## config.mk

```make
export PLATFORM = sky130hd
export DESIGN_NAME = alu_arbiter
export DESIGN_NICKNAME = d
export VERILOG_FILES = /design/src/rtl/alu_arbiter.sv
export SDC_FILE = /design/constraint.sdc
export NUM_CORES = 1
export LEC_CHECK = 0
export ABC_AREA = 1
export BUFFER_PORTS_ARGS = -buffer_cell sky130_fd_sc_hd__buf_2
export CAP_MARGIN = 20
export CORE_MARGIN = 2
export CORE_UTILIZATION = 40
export CTS_CLUSTER_DIAMETER = 40
export DETAILED_ROUTE_END_ITERATION = 8
export PLACE_DENSITY = 0.73
export SETUP_SLACK_MARGIN = 0.05
export SYNTH_ARGS = -nofsm -noshare
export SYNTH_HDL_FRONTEND = slang
export SYNTH_SLANG_ARGS = --single-unit
```

## constraint.sdc

```tcl
create_clock -name clk -period 1.55 [get_ports clk]
set_input_delay 0.2325 -clock clk [delete_from_list [all_inputs] [get_ports clk]]
set_output_delay 0.2325 -clock clk [all_outputs]
set_load 0.005 [all_outputs]
```

## src/rtl/alu_arbiter.sv

```systemverilog
// alu_arbiter: shares one combinational ALU between two valid/ready requesters.
// Define ALU_ARB_RR_EN for round-robin arbitration; fixed priority (req0 wins) otherwise.
module alu_arbiter #(
   parameter int WIDTH = 32
) (
   input  logic             clk,
   input  logic             rst_n,
   input  logic             req0_valid,
   output logic             req0_ready,
   input  logic [3:0]       req0_op,
   input  logic [WIDTH-1:0] req0_a,
   input  logic [WIDTH-1:0] req0_b,
   input  logic             req1_valid,
   output logic             req1_ready,
   input  logic [3:0]       req1_op,
   input  logic [WIDTH-1:0] req1_a,
   input  logic [WIDTH-1:0] req1_b,
   output logic             resp0_valid,
   input  logic             resp0_ready,
   output logic             resp1_valid,
   input  logic             resp1_ready,
   output logic [WIDTH-1:0] resp_res,
   output logic             resp_cond,
   output logic [3:0]       alu_op,
   output logic [WIDTH-1:0] alu_a,
   output logic [WIDTH-1:0] alu_b,
   input  logic [WIDTH-1:0] alu_res,
   input  logic             alu_cond
);
   typedef enum logic [1:0] {IDLE, EXEC, RESP} state_t;
   state_t state, state_nx;
   logic gnt_id, sel1, resp_hs, accept_en, req_hs;
   logic [WIDTH-1:0] res_r;
   logic cond_r;
`ifdef ALU_ARB_RR_EN
   logic last_gnt;
   always_ff @(posedge clk or negedge rst_n)
      if (!rst_n) last_gnt <= 1'b1;
      else if (req_hs) last_gnt <= sel1;
   assign sel1 = (req0_valid & req1_valid) ? ~last_gnt : req1_valid;
`else
   assign sel1 = ~req0_valid & req1_valid;
`endif
   // a new request may overlap the response handshake of the previous one
   assign resp_hs = (state == RESP) & (gnt_id ? resp1_ready : resp0_ready);
   assign accept_en = rst_n & ((state == IDLE) | resp_hs);
   assign req0_ready = accept_en & req0_valid & ~sel1;
   assign req1_ready = accept_en & req1_valid & sel1;
   assign req_hs = req0_ready | req1_ready;
   assign resp0_valid = (state == RESP) & ~gnt_id;
   assign resp1_valid = (state == RESP) & gnt_id;
   assign resp_res = res_r;
   assign resp_cond = cond_r;
   always_comb begin
      state_nx = (state == EXEC) ? RESP :
                 ((state == RESP) & ~resp_hs) ? RESP :
                 req_hs ? EXEC : IDLE;
   end
   always_ff @(posedge clk or negedge rst_n) begin
      if (!rst_n) begin
         state  <= IDLE;
         gnt_id <= 1'b0;
         alu_op <= '0;
         alu_a  <= '0;
         alu_b  <= '0;
         res_r  <= '0;
         cond_r <= 1'b0;
      end else begin
         state <= state_nx;
         if (req_hs) begin
            gnt_id <= sel1;
            alu_op <= sel1 ? req1_op : req0_op;
            alu_a  <= sel1 ? req1_a : req0_a;
            alu_b  <= sel1 ? req1_b : req0_b;
         end
         if (state == EXEC) begin
            res_r  <= alu_res;
            cond_r <= alu_cond;
         end
      end
   end
endmodule

```

[Yosys cells after proc, flatten, opt, wreduce, memory -nomap -nowiden]
Cells that the tools add are included.
Word-level totals
  output and inout bits: 105
  input bits: 175
  register bits: 104
  logic and storage cells: 33
Cells by class
  mux-type cells: 7
  reduce and logical (&&, ||, !) cells: 1
  bitwise operators: 16
  equality and inequality tests: 2
Operators by type and width (count)
  32-bit 2-to-1 mux: 2
  1-bit AND: 10
  2-bit 2-to-1 mux: 2
  4-bit 2-to-1 mux: 1
  1-bit NOT: 4
  2-bit by 1-bit == test with 1-bit output (second input constant): 1
  2-bit == test (second input constant): 1
  2-bit zero test: 1
  1-bit 2-to-1 mux: 2
  1-bit OR: 2

[Longest topological paths before layout]
Gate-level depths: netlist of the first run.
  depth after elaboration: 10
  mapped depth: 8
  gate-level depth less buffers: 6

[Worst setup path after synthesis of the first run]
No wires, ideal clock.
  kind: register to output
  start: register state[0]
  end: output port req1_ready
  path buffers: 1
  data arrival time: 1.033 ns
  required time: 1.317 ns
  cell stages (with the launch flop): 5
  path slack: 0.284 ns
  cell sequence: dfrtp_1 nor2_2 buf_2 nand4_1 inv_1
On the way
  word-level cells in the longest chain between the ends: 6
  elaborated cells between the ends (all ways): 7
  classes of those cells: 1 x eq/ne; 5 x bitwise; 1 x reduce/logical
Ends and longest elaborated chain
  start: declaration: line 31  | state_t state, state_nx;
  start signal: assignment: line 69  | state <= state_nx;
  2-bit == test: line 45  | assign resp_hs = (state == RESP) & (gnt_id ? resp1_ready : resp0_ready);
  1-bit AND: line 45
  1-bit OR (*): line 46  | assign accept_en = rst_n & ((state == IDLE) | resp_hs);
  1-bit AND (*): line 46
  1-bit AND (*) (2 in a row): line 48  | assign req1_ready = accept_en & req1_valid & sel1;
  end: declaration: line 14  | output logic req1_ready,
Every way passes the cells marked *; elsewhere a longest branch is shown, timed or not.

[Final worst setup path of the first run]
  start: register gnt_id
  end: output port resp1_valid
On the way
  word-level cells in the longest chain between the ends: 1
Ends and longest elaborated chain
  start: declaration: line 32  | logic gnt_id, sel1, resp_hs, accept_en, req_hs;
  start signal: assignment: line 71  | gnt_id <= sel1;
  1-bit AND: line 51  | assign resp1_valid = (state == RESP) & gnt_id;
  end: declaration: line 20  | output logic resp1_valid,
No other way between the ends.

==> metrics.txt, run 1 <==
status=finished clean; grt ovf=0; total track usage=a little over a fifth; Static Leak=just over 4 nW; Mapped Area=approximately 5000 µm²; Worst slew margin=a little under two thirds; #FFs+latches synth=between 100 and 150; post-route design area=slightly above 7000 µm²; diode count=0; post-route ant nets=0; crit path launch type=register; Fmax=0.662 GHz; post-DP HPWL=between 10 and 15 mm; multi-input logic area=around 2300 µm²; Row Count=41; Sequential Area=about 2600 µm²; Min-Delay Path Class=primary input to register; Core Box Area=roughly 13,000 µm²; Synth Instances=623; antenna violations before repair=0; clock transition at the registers of the reported paths=0.08 ns; final wirelength=between 15 and 20 mm; Residual DRC=0; CP endpoint kind=output port; Cell variety after synth=17; fin crit share=between 90% and 100%; layout cell share with drive strength beyond 1=41.6%; highest routed metal layer=met4; compound-cell area share of the yosys netlist=0.0975%; Worst VDD drop=0.653 mV; CTS tree=built; RSZ-0062 raised after global routing=yes; CTS sink cnt=about 100; post-synthesis mux area share=just over 7%; Max stage delay cell, worst path=dfrtp_1; Seq/Total Area, Yosys=50.7%; Area after DPL=a little under 7000 µm²; area grow syn2layout=39.2%; Initial Utilization=40.8%; CTS Buf Count=9; Final Skew=between 0.009 and 0.01 ns; pwr dens=around 1500 nW/µm²; number of global-route vias before repair=approximately 4,900; metal1 wirelength=roughly 6.5 mm; die height=between 100 and 150 µm; adder-cell share of the synthesized area=0%; largest net degree at the start of global routing=between 100 and 150; Slew Viols, Final=0; Vias=roughly 5,300; max-cap violation count=0; Worst-Margin Slew=0.541 ns; min Tclk post-route=approximately 1.5 ns; clock root cell=clkbuf_16; fill count=around 1,100; CP peak stage delay=about 0.4 ns; final core utilization=a little under three fifths; commonest cells after routing, fill and taps aside=277 x buf_2, 276 x nand2_1, 103 x dfrtp_1; Required @ worst endpoint=about 1.3 ns; Worst Slack Setup Final=0.0383 ns; commonest non-fill, non-tap cell in the layout=buf_2; post-placement cell count=between 1,000 and 1,500; metal2 WL=between 7 and 8 mm; critical path class=register to output port; Crit Path Max Fanout=3; simple-gate share of the synthesized area=around 37%; dominant synthesized flop cell=dfrtp_1; Clock Path Buffers=2; I/O pins=280; first-pass GRT wire length=~23 mm; Final Setup Violations=0; Vias/cell=approximately 5.0; Initial DRC Count=roughly 340; Routability Congestion=0.847; # nets final=~1,100; syn_nets=about 800; worst path cell trace=inv_2 -> buf_4 -> buf_4 -> nor2_2 -> buf_2; worst skew pair latency=roughly 0.34 ns; Crit path top cell by count=buf_4; Hold Violations, Final=0; post-synthesis xor/xnor area fraction=0%; Finished Layout Cells=roughly 1,100; Synth warnings=0; H-tree level count=3; worst slack, placed=~0.23 ns; Mapped Avg Cell Area=between 8 and 9 µm²; Arrival @ worst endpoint=1.28 ns; Design Power=about 11 mW; IO buf count=between 200 and 300; met3 wire length=between 700 and 800 µm; drt wl/cell=14.5 µm; Die W=117 µm; largest family of logic cells by synthesized area=simple AND/OR/NAND/NOR gates; Die ar.=between 10,000 and 15,000 µm²; 1st-pass router iterations=4; number of flops mapped to enable cells by yosys=0; async set-reset flop share out of synthesis=100%
cell usage after synthesis (3+ instances only):
| library cell | n | area share [%] |
|---|---|---|
| nand2_1 | 278 | 20 |
| dfrtp_1 | 104 | 51 |
| clkbuf_1 | 17 | 1.2 |
| buf_4 | 7 | 1.0 |
| nand3_1 | 68 | 6.6 |
| inv_1 | 6 | 0.44 |
| nand2_2 | 3 | 0.37 |
| nand4_1 | 69 | 8.4 |
| buf_1 | 9 | 0.66 |
| mux2_2 | 33 | 7.2 |
| buf_2 | 20 | 1.9 |
| nor2_1 | 3 | 0.22 |
stage by stage:
stage               hold slack [ns]  TNS [ns]
floorplan                   -0.0631         0
global placement              0.367         0
detailed placement            0.363         0
CTS                           0.102         0
global route                  0.110   -0.0582
finish                        0.114         0
final cells by class:
cell class / count / share of cell area (%)
flip-flops and latches: 104 / 36.4
multi-input cells: 459 / 32.1
repair buffers: 309 / 23.7
clock buffers: 10 / 3.34
well taps: 172 / 3.01
clock inverters: 6 / 1.05
inverters: 7 / 0.368
path summary, 6_finish.rpt:
| check | depth (start not counted) | slack (ns) | from | to |
|---|---|---|---|---|
| worst min register to register | 2 | 0.48 | alu_b[18] | alu_b[18] |
| min in group asynchronous | 3 | 0.57 | rst_n | alu_b[12] |
| worst max-delay path | 5 | 0.04 | gnt_id | resp1_valid |
| worst min-delay path | 2 | 0.11 | alu_res[11] | resp_res[11] |
| max in group asynchronous | 3 | 0.59 | rst_n | resp_res[12] |
| worst max register to register | 7 | 0.17 | gnt_id | alu_b[26] |
where the power goes:
group          total [mW]  switching, mW  internal [mW]
sequential           4.50          0.617           3.89
clock                2.36           1.03           1.32
combinational        4.01           2.01           2.00
cell families (layout without fill, tap and decap cells):
family                 after synthesis  after routing
muxes                               33             33
and+or+nand+nor                    425            425
DFF                                104            104
AOI/OAI and AO/OA                    1              1
buffers and inverters               60            332
worst max-delay path, delay by kind of cell, from the launching register on:
kind / cells / cell delay (ns)
buffers and inverters: 4 / 0.44
flip-flops: 1 / 0.40
AND/OR/NAND/NOR: 1 / 0.09
sequential cells by signal (all words and copies together), names as in the netlist:
register   cells
state          2
alu_op         4
alu_b         32
resp_cond      1
resp_res      32
gnt_id         1
alu_a         32
metal layers:
metal,up-vias,global-route usage [%]
li1,2609,-
met1,2478,27.8
met2,178,37.9
met3,25,2.57
met4,0,8.31
met5,-,0
repair_timing:
item	4_1_cts	5_1_grt
endpoints found under the setup margin	4	4
hold buffers	1	0
endpoints found under the hold margin	42	0
cloned	0	0
pin swaps	3	3
buffers inserted	7	1
resized for setup	7	5
Power figures use the tool's default switching activity.
==> run 2: changes to the inputs <==
--- a/config.mk
+++ b/config.mk
@@ -10,6 +10,7 @@
 export CAP_MARGIN = 20
 export CORE_MARGIN = 2
 export CORE_UTILIZATION = 40
+export CTS_BUF_LIST = sky130_fd_sc_hd__clkbuf_8
 export CTS_CLUSTER_DIAMETER = 40
 export DETAILED_ROUTE_END_ITERATION = 8
 export PLACE_DENSITY = 0.73
==> run 2 against run 1 <==
Effect of this change:
- cell count unchanged
- non-clock buffer count unchanged
- sequential power hardly changed
- clock power shrank 24%
- first-iteration DRC count is 6.8% higher
- clock skew up 0.0032 ns
- setup slack worse by 0.035 ns
- total power down 5.2%
- utilization is 0.81 points lower
- largest cell class unchanged
- largest power group unchanged
==> metrics.txt, run 2 (synthesized netlist as in run 1, its figures left out) <==
worst skew pair latency=0.37 ns (+0.03 ns); Vias=5,276 (-0.26%); Worst Reg-to-Reg Cells=7 (unchanged); Required @ worst endpoint=1.32 ns (about the same); commonest cells after routing, fill and taps aside=277 x buf_2, 276 x nand2_1, 103 x dfrtp_1; RSZ-0062 raised after global routing=yes; Slew Viols, Final=0 (unchanged); fill count=1,158 (+0.87%); post-route design area=7050 µm² (-1.4%); clock transition at the registers of the reported paths=0.11 ns (+0.03 ns); grt ovf=0 (unchanged); largest net degree at the start of global routing=105 (unchanged); Worst Slack Setup Final=0.00370 ns (-0.0346 ns); number of global-route vias before repair=4,911 (-0.39%); worst slack, placed=0.226 ns (unchanged); H-tree level count=3 (unchanged); Hold Crit Depth=2 (unchanged); Clock Path Buffers=2 (unchanged); Max stage delay cell, worst path=dfrtp_1; Hold WS=0.0810 ns (-0.0326 ns); WP buf/inv=4 (unchanged); WP depth=5 (unchanged); status=finished clean; commonest non-fill, non-tap cell in the layout=buf_2; clock root cell=clkbuf_8; total track usage=21.8% (-0.033 points); crit path launch type=register; CTS sink cnt=104 (unchanged); Crit path top cell by count=buf_4; 1st-pass router iterations=5 (+1); pwr dens=1460 nW/µm² (-3.9%); CP peak stage delay=0.41 ns (about the same); setup TNS=0 ns (unchanged); max-cap violation count=0 (unchanged); Worst VDD drop=0.657 mV (+0.61%); Final Skew=0.0124 ns (+0.00324 ns); CP endpoint kind=output port; CTS Buf Count=9 (unchanged); post-route ant nets=0 (unchanged); min Tclk post-route=1.55 ns (+0.0346 ns); Final Setup Violations=0 (unchanged); Min-Delay Path Class=primary input to register; delay-heaviest family, CP=buffers and inverters; Vias/cell=4.94 (-0.26%); multi-input logic area=2290 µm² (unchanged); CTS tree=built; critical path class=register to output port; drt wl/cell=14.5 µm (about the same); post-DP HPWL=11.1 mm (unchanged); I/O pins=280 (unchanged); Core Box Area=12,600 µm² (unchanged); Static Leak=4.06 nW (-1.1%); diode count=0 (unchanged); Residual DRC=0 (unchanged); final wirelength=15.5 mm (about the same); Fmax=0.647 GHz (-2.2%); IO buf count=279 (unchanged); Die ar.=13,800 µm² (unchanged); Area after DPL=6720 µm² (unchanged); Sequential Area=2600 µm² (unchanged); first-pass GRT wire length=23.5 mm (+0.12%); Worst-Margin Slew=0.541 ns (-0.000534 ns); Routability Congestion=0.847 (unchanged); area grow syn2layout=37.2%; Worst slew margin=64.0% (about the same); # nets final=1,065 (unchanged); worst path cell trace=inv_2 -> buf_4 -> buf_4 -> nor2_2 -> buf_2; Crit Path Max Fanout=3 (unchanged); Hold Violations, Final=0 (unchanged); Initial Utilization=40.8% (unchanged); Initial DRC Count=361 (+6.8%); Arrival @ worst endpoint=1.31 ns (+0.03 ns); Die W=117 µm (unchanged); Row Count=41 (unchanged); layout cell share with drive strength beyond 1=41.6% (unchanged); fin crit share=99.8% (+2.2 points); die height=117 µm (unchanged); antenna violations before repair=0 (unchanged)
[run 2: cell types whose count changed in the layout (fill, tap and decap cells not counted)]
cell / change
clkbuf_16: -9
clkbuf_8: +9
[run 2: metrics by stage]
| stage | instances | util (%) | power, mW |
|---|---|---|---|
| global route | 1067 | 56.1 | 11.1 |
| global placement | 1042 | 53.5 | 8.31 |
| CTS | 1066 | 55.8 | 10.3 |
| detailed placement | 1042 | 53.5 | 8.41 |
| finish | 1067 | 56.1 | 10.3 |
| floorplan | 623 | - | 6.36 |
[run 2: repair_timing]
| item | CTS | global route |
|---|---|---|
| setup buffers | 7 | 1 |
| endpoints found under the setup margin | 4 | 4 |
| pin swaps | 3 | 3 |
| gates resized for setup | 7 | 5 |
| endpoints found under the hold margin | 104 | 0 |
| hold buffers | 1 | 0 |
[run 2: layout make-up]
cell class              instances  share of cell area (%)
flip-flops and latches        104                    37.0
multi-input cells             459                    32.5
repair buffers                309                    24.1
well taps                     172                    3.05
clock buffers                  10                    1.95
clock inverters                 6                    1.07
inverters                       7                   0.373
[run 2: worst paths after layout]
check | end | start | slack, ns
worst max-delay path | resp1_valid | gnt_id | 0.004
worst min-delay path | resp_res[5] | alu_res[5] | 0.08
worst max register to register | alu_b[26] | gnt_id | 0.18
worst min register to register | alu_a[15] | alu_a[15] | 0.48
max in group asynchronous | alu_a[10] | rst_n | 0.62
min in group asynchronous | alu_b[11] | rst_n | 0.53
[run 2: power breakdown]
group / internal, mW / switching [mW]
logic: 2.00 / 2.01
registers: 3.88 / 0.617
clock network: 0.817 / 0.986
[run 2: layer usage]
| layer | GRT usage, % | vias to the layer above | routed length [µm] |
|---|---|---|---|
| met1 | 27.9 | 2464 | 6430 |
| met4 | 6.67 | 0 | 237 |
| li1 | - | 2610 | - |
| met5 | 0 | - | 0 |
| met3 | 3.40 | 18 | 795 |
| met2 | 37.9 | 184 | 8000 |
==> run 3: changes to the inputs <==
==> constraint.sdc (replaced) <==
create_clock -name clk -period 1.75 [get_ports clk]
set_input_delay 0.2625 -clock clk [delete_from_list [all_inputs] [get_ports clk]]
set_output_delay 0.2625 -clock clk [all_outputs]
set_load 0.005 [all_outputs]
==> run 3 against run 2 <==
Effect of this change:
- clock power is 16% lower
- cell count is 0.66% lower
- hold slack better by 0.027 ns
- critical path depth is 2 lower
- non-clock buffer count is 6 lower
- first-iteration DRC count is 25% lower
- largest cell class unchanged
- highest routed layer unchanged
==> metrics.txt, run 3 (synthesized netlist as in run 1, its figures left out) <==
largest net degree at the start of global routing=105 (unchanged); layout cell share with drive strength beyond 1=40.4% (-1.1 points); worst path cell trace=or2_2 -> nor2_1 -> buf_2; first-pass GRT wire length=23.4 mm (-0.44%); Arrival @ worst endpoint=1.36 ns (+0.05 ns); commonest cells after routing, fill and taps aside=278 x nand2_1, 278 x buf_2, 104 x dfrtp_1; CP endpoint kind=output port; Hold Crit Depth=2 (unchanged); Pint=5.79 mW (-13%); Core Box Area=12,600 µm² (unchanged); antenna violations before repair=0 (unchanged); Worst VDD drop=0.504 mV (-23%); Sw Share=35.3% (+0.24 points); diode count=0 (unchanged); post-route ant nets=0 (unchanged); fin crit share=between 90 and 100%; Min-Delay Path Class=primary input to register; Setup crit start=state[0]; setup TNS=0 ns (unchanged); met3 usage=2.88% (-0.51 points); final wirelength=15.4 mm (-0.18%); Vias/cell=4.94 (-0.10%); Final Setup Violations=0 (unchanged); number of global-route vias before repair=4,784 (-2.6%); fill count=1,212 (+4.7%); CTS sink cnt=104 (unchanged); grt ovf=0 (unchanged); Worst slew margin=61.7% (-2.3 points); I/O pins=280 (unchanged); min Tclk post-route=between 1.5 and 2 ns; Gate power share=38.7% (about the same); Row Count=41 (unchanged); 1st-pass router iterations=5 (unchanged); CP peak stage delay=0.43 ns (+0.02 ns); GR Util met2=37.1% (-0.84 points); Max stage delay cell, worst path=dfrtp_1; CTS tree=built; status=finished clean; Worst Setup EP=resp0_valid; worst skew pair latency=0.37 ns (about the same); Static Leak=4.02 nW (-1.2%); Initial Utilization=40.8% (unchanged); Design Power=8.95 mW (-13%); Slew Viols, Final=0 (unchanged); CTS Buf Count=9 (unchanged); FF-to-FF setup slack=0.27 ns (+0.09 ns); Vias=5,236 (-0.76%); Crit Path Max Fanout=3 (unchanged); Worst-Margin Slew=0.574 ns (+0.0338 ns); r2r startpoint=gnt_id; total track usage=21.9% (+0.10 points); Worst Reg-to-Reg Cells=7 (unchanged); RSZ-0062 raised after global routing=yes; P_sw=3.16 mW (-13%); H-tree level count=3 (unchanged); die height=117 µm (unchanged); clock transition at the registers of the reported paths=0.11 ns (about the same); area grow syn2layout=35.4%; Clock Path Buffers=2 (unchanged); drt wl/cell=14.6 µm (+0.48%); Flop pwr share=44.4% (+0.8 points); Residual DRC=0 (unchanged); Initial DRC Count=271 (-25%); IO buf count=279 (unchanged); grt met1 use=27.7% (-0.22 points); Clk pwr share=16.9% (-0.6 points); Required @ worst endpoint=1.49 ns (+0.17 ns); FF-to-FF End=alu_b[20]; pwr dens=1290 nW/µm² (-12%); critical path class=register to output port; max-cap violation count=0 (unchanged); post-DP HPWL=11.2 mm (+0.60%); Die W=117 µm (unchanged); Hold Violations, Final=0 (unchanged); # nets final=1,059 (-0.56%); crit path launch type=register; Fmax=about 0.62 GHz; GRT busiest layer=met2; Routability Congestion=0.786 (-7.2%); clock root cell=clkbuf_8; Final Skew=0.0124 ns (-0.0000488 ns); Die ar.=13,800 µm² (unchanged)
==> run 3: cell count changes in the layout (fill, tap and decap cells not counted), moves of 2 or more <==
cell	delta
inv_6	-2
clkinv_4	+2
nor2_1	+3
nor2_2	-2
nand2_1	+2
buf_4	-6
==> run 3: how the worst min path moves through the flow <==
stage | slack, ns | to | from
floorplan | -0.03 | alu_a[0] | rst_n
global placement | 0.41 | alu_op[3] | rst_n
detailed placement | 0.41 | alu_b[12] | rst_n
CTS | 0.09 | resp_res[13] | alu_res[13]
global route | 0.1 | resp_res[6] | alu_res[6]
finish | 0.11 | resp_res[13] | alu_res[13]
==> run 3: per-stage QoR <==
stage | cell area (µm²) | std cells | hold slack [ns] | setup slack [ns] | util [%]
after floorplan | 5130 | 623 | -0.0331 | 0.454 | -
after global routing | 6950 | 1060 | 0.0972 | 0.0451 | 55.3
after CTS | 6940 | 1059 | 0.0900 | 0.0762 | 55.2
after global placement | 6720 | 1041 | 0.407 | 0.338 | 53.4
after detailed placement | 6720 | 1041 | 0.410 | 0.327 | 53.4
final | 6950 | 1060 | 0.108 | 0.125 | 55.3
==> run 3: timing repair <==
action | 4_1_cts | 5_1_grt
resized for setup | 1 | 1
endpoints found under the setup margin | 1 | 2
hold buffers | 1 | 0
pin swaps | 1 | 1
setup buffers | 2 | 1
endpoints found under the hold margin | 57 | 0
gates cloned | 0 | 0
==> run 3: power by group through the flow <==
stage	combinational [mW]	clock (mW)	sequential, mW
3_3_place_gp	3.41	0	3.97
3_5_place_dp	3.48	0	4.00
4_1_cts	3.51	1.56	3.97
6_report	3.47	1.51	3.97
5_1_grt	3.87	1.63	4.11
2_1_floorplan	1.55	0	4.08
==> run 3: worst max-delay path: cells and delay by family (launching register included) <==
kind,cells,cell delay [ns]
DFF,1,0.43
buffers and inverters,1,0.14
and+or+nand+nor,2,0.42
==> run 3: final cells by class <==
| class | instances | area (µm²) | area share [%] |
|---|---|---|---|
| repair buffers | 303 | 1640 | 23.7 |
| flip-flops and latches | 104 | 2600 | 37.4 |
| inverters | 7 | 26.3 | 0.378 |
| clock inverters | 6 | 71.3 | 1.03 |
| clock buffers | 9 | 124 | 1.78 |
| well taps | 172 | 215 | 3.10 |
| multi-input cells | 459 | 2270 | 32.6 |
==> run 3: routing by layer <==
| layer | up-vias | wire length, µm |
|---|---|---|
| met2 | 186 | 7660 |
| met1 | 2425 | 6430 |
| met4 | 0 | 448 |
| met5 | - | 0 |
| met3 | 31 | 892 |
| li1 | 2594 | - |
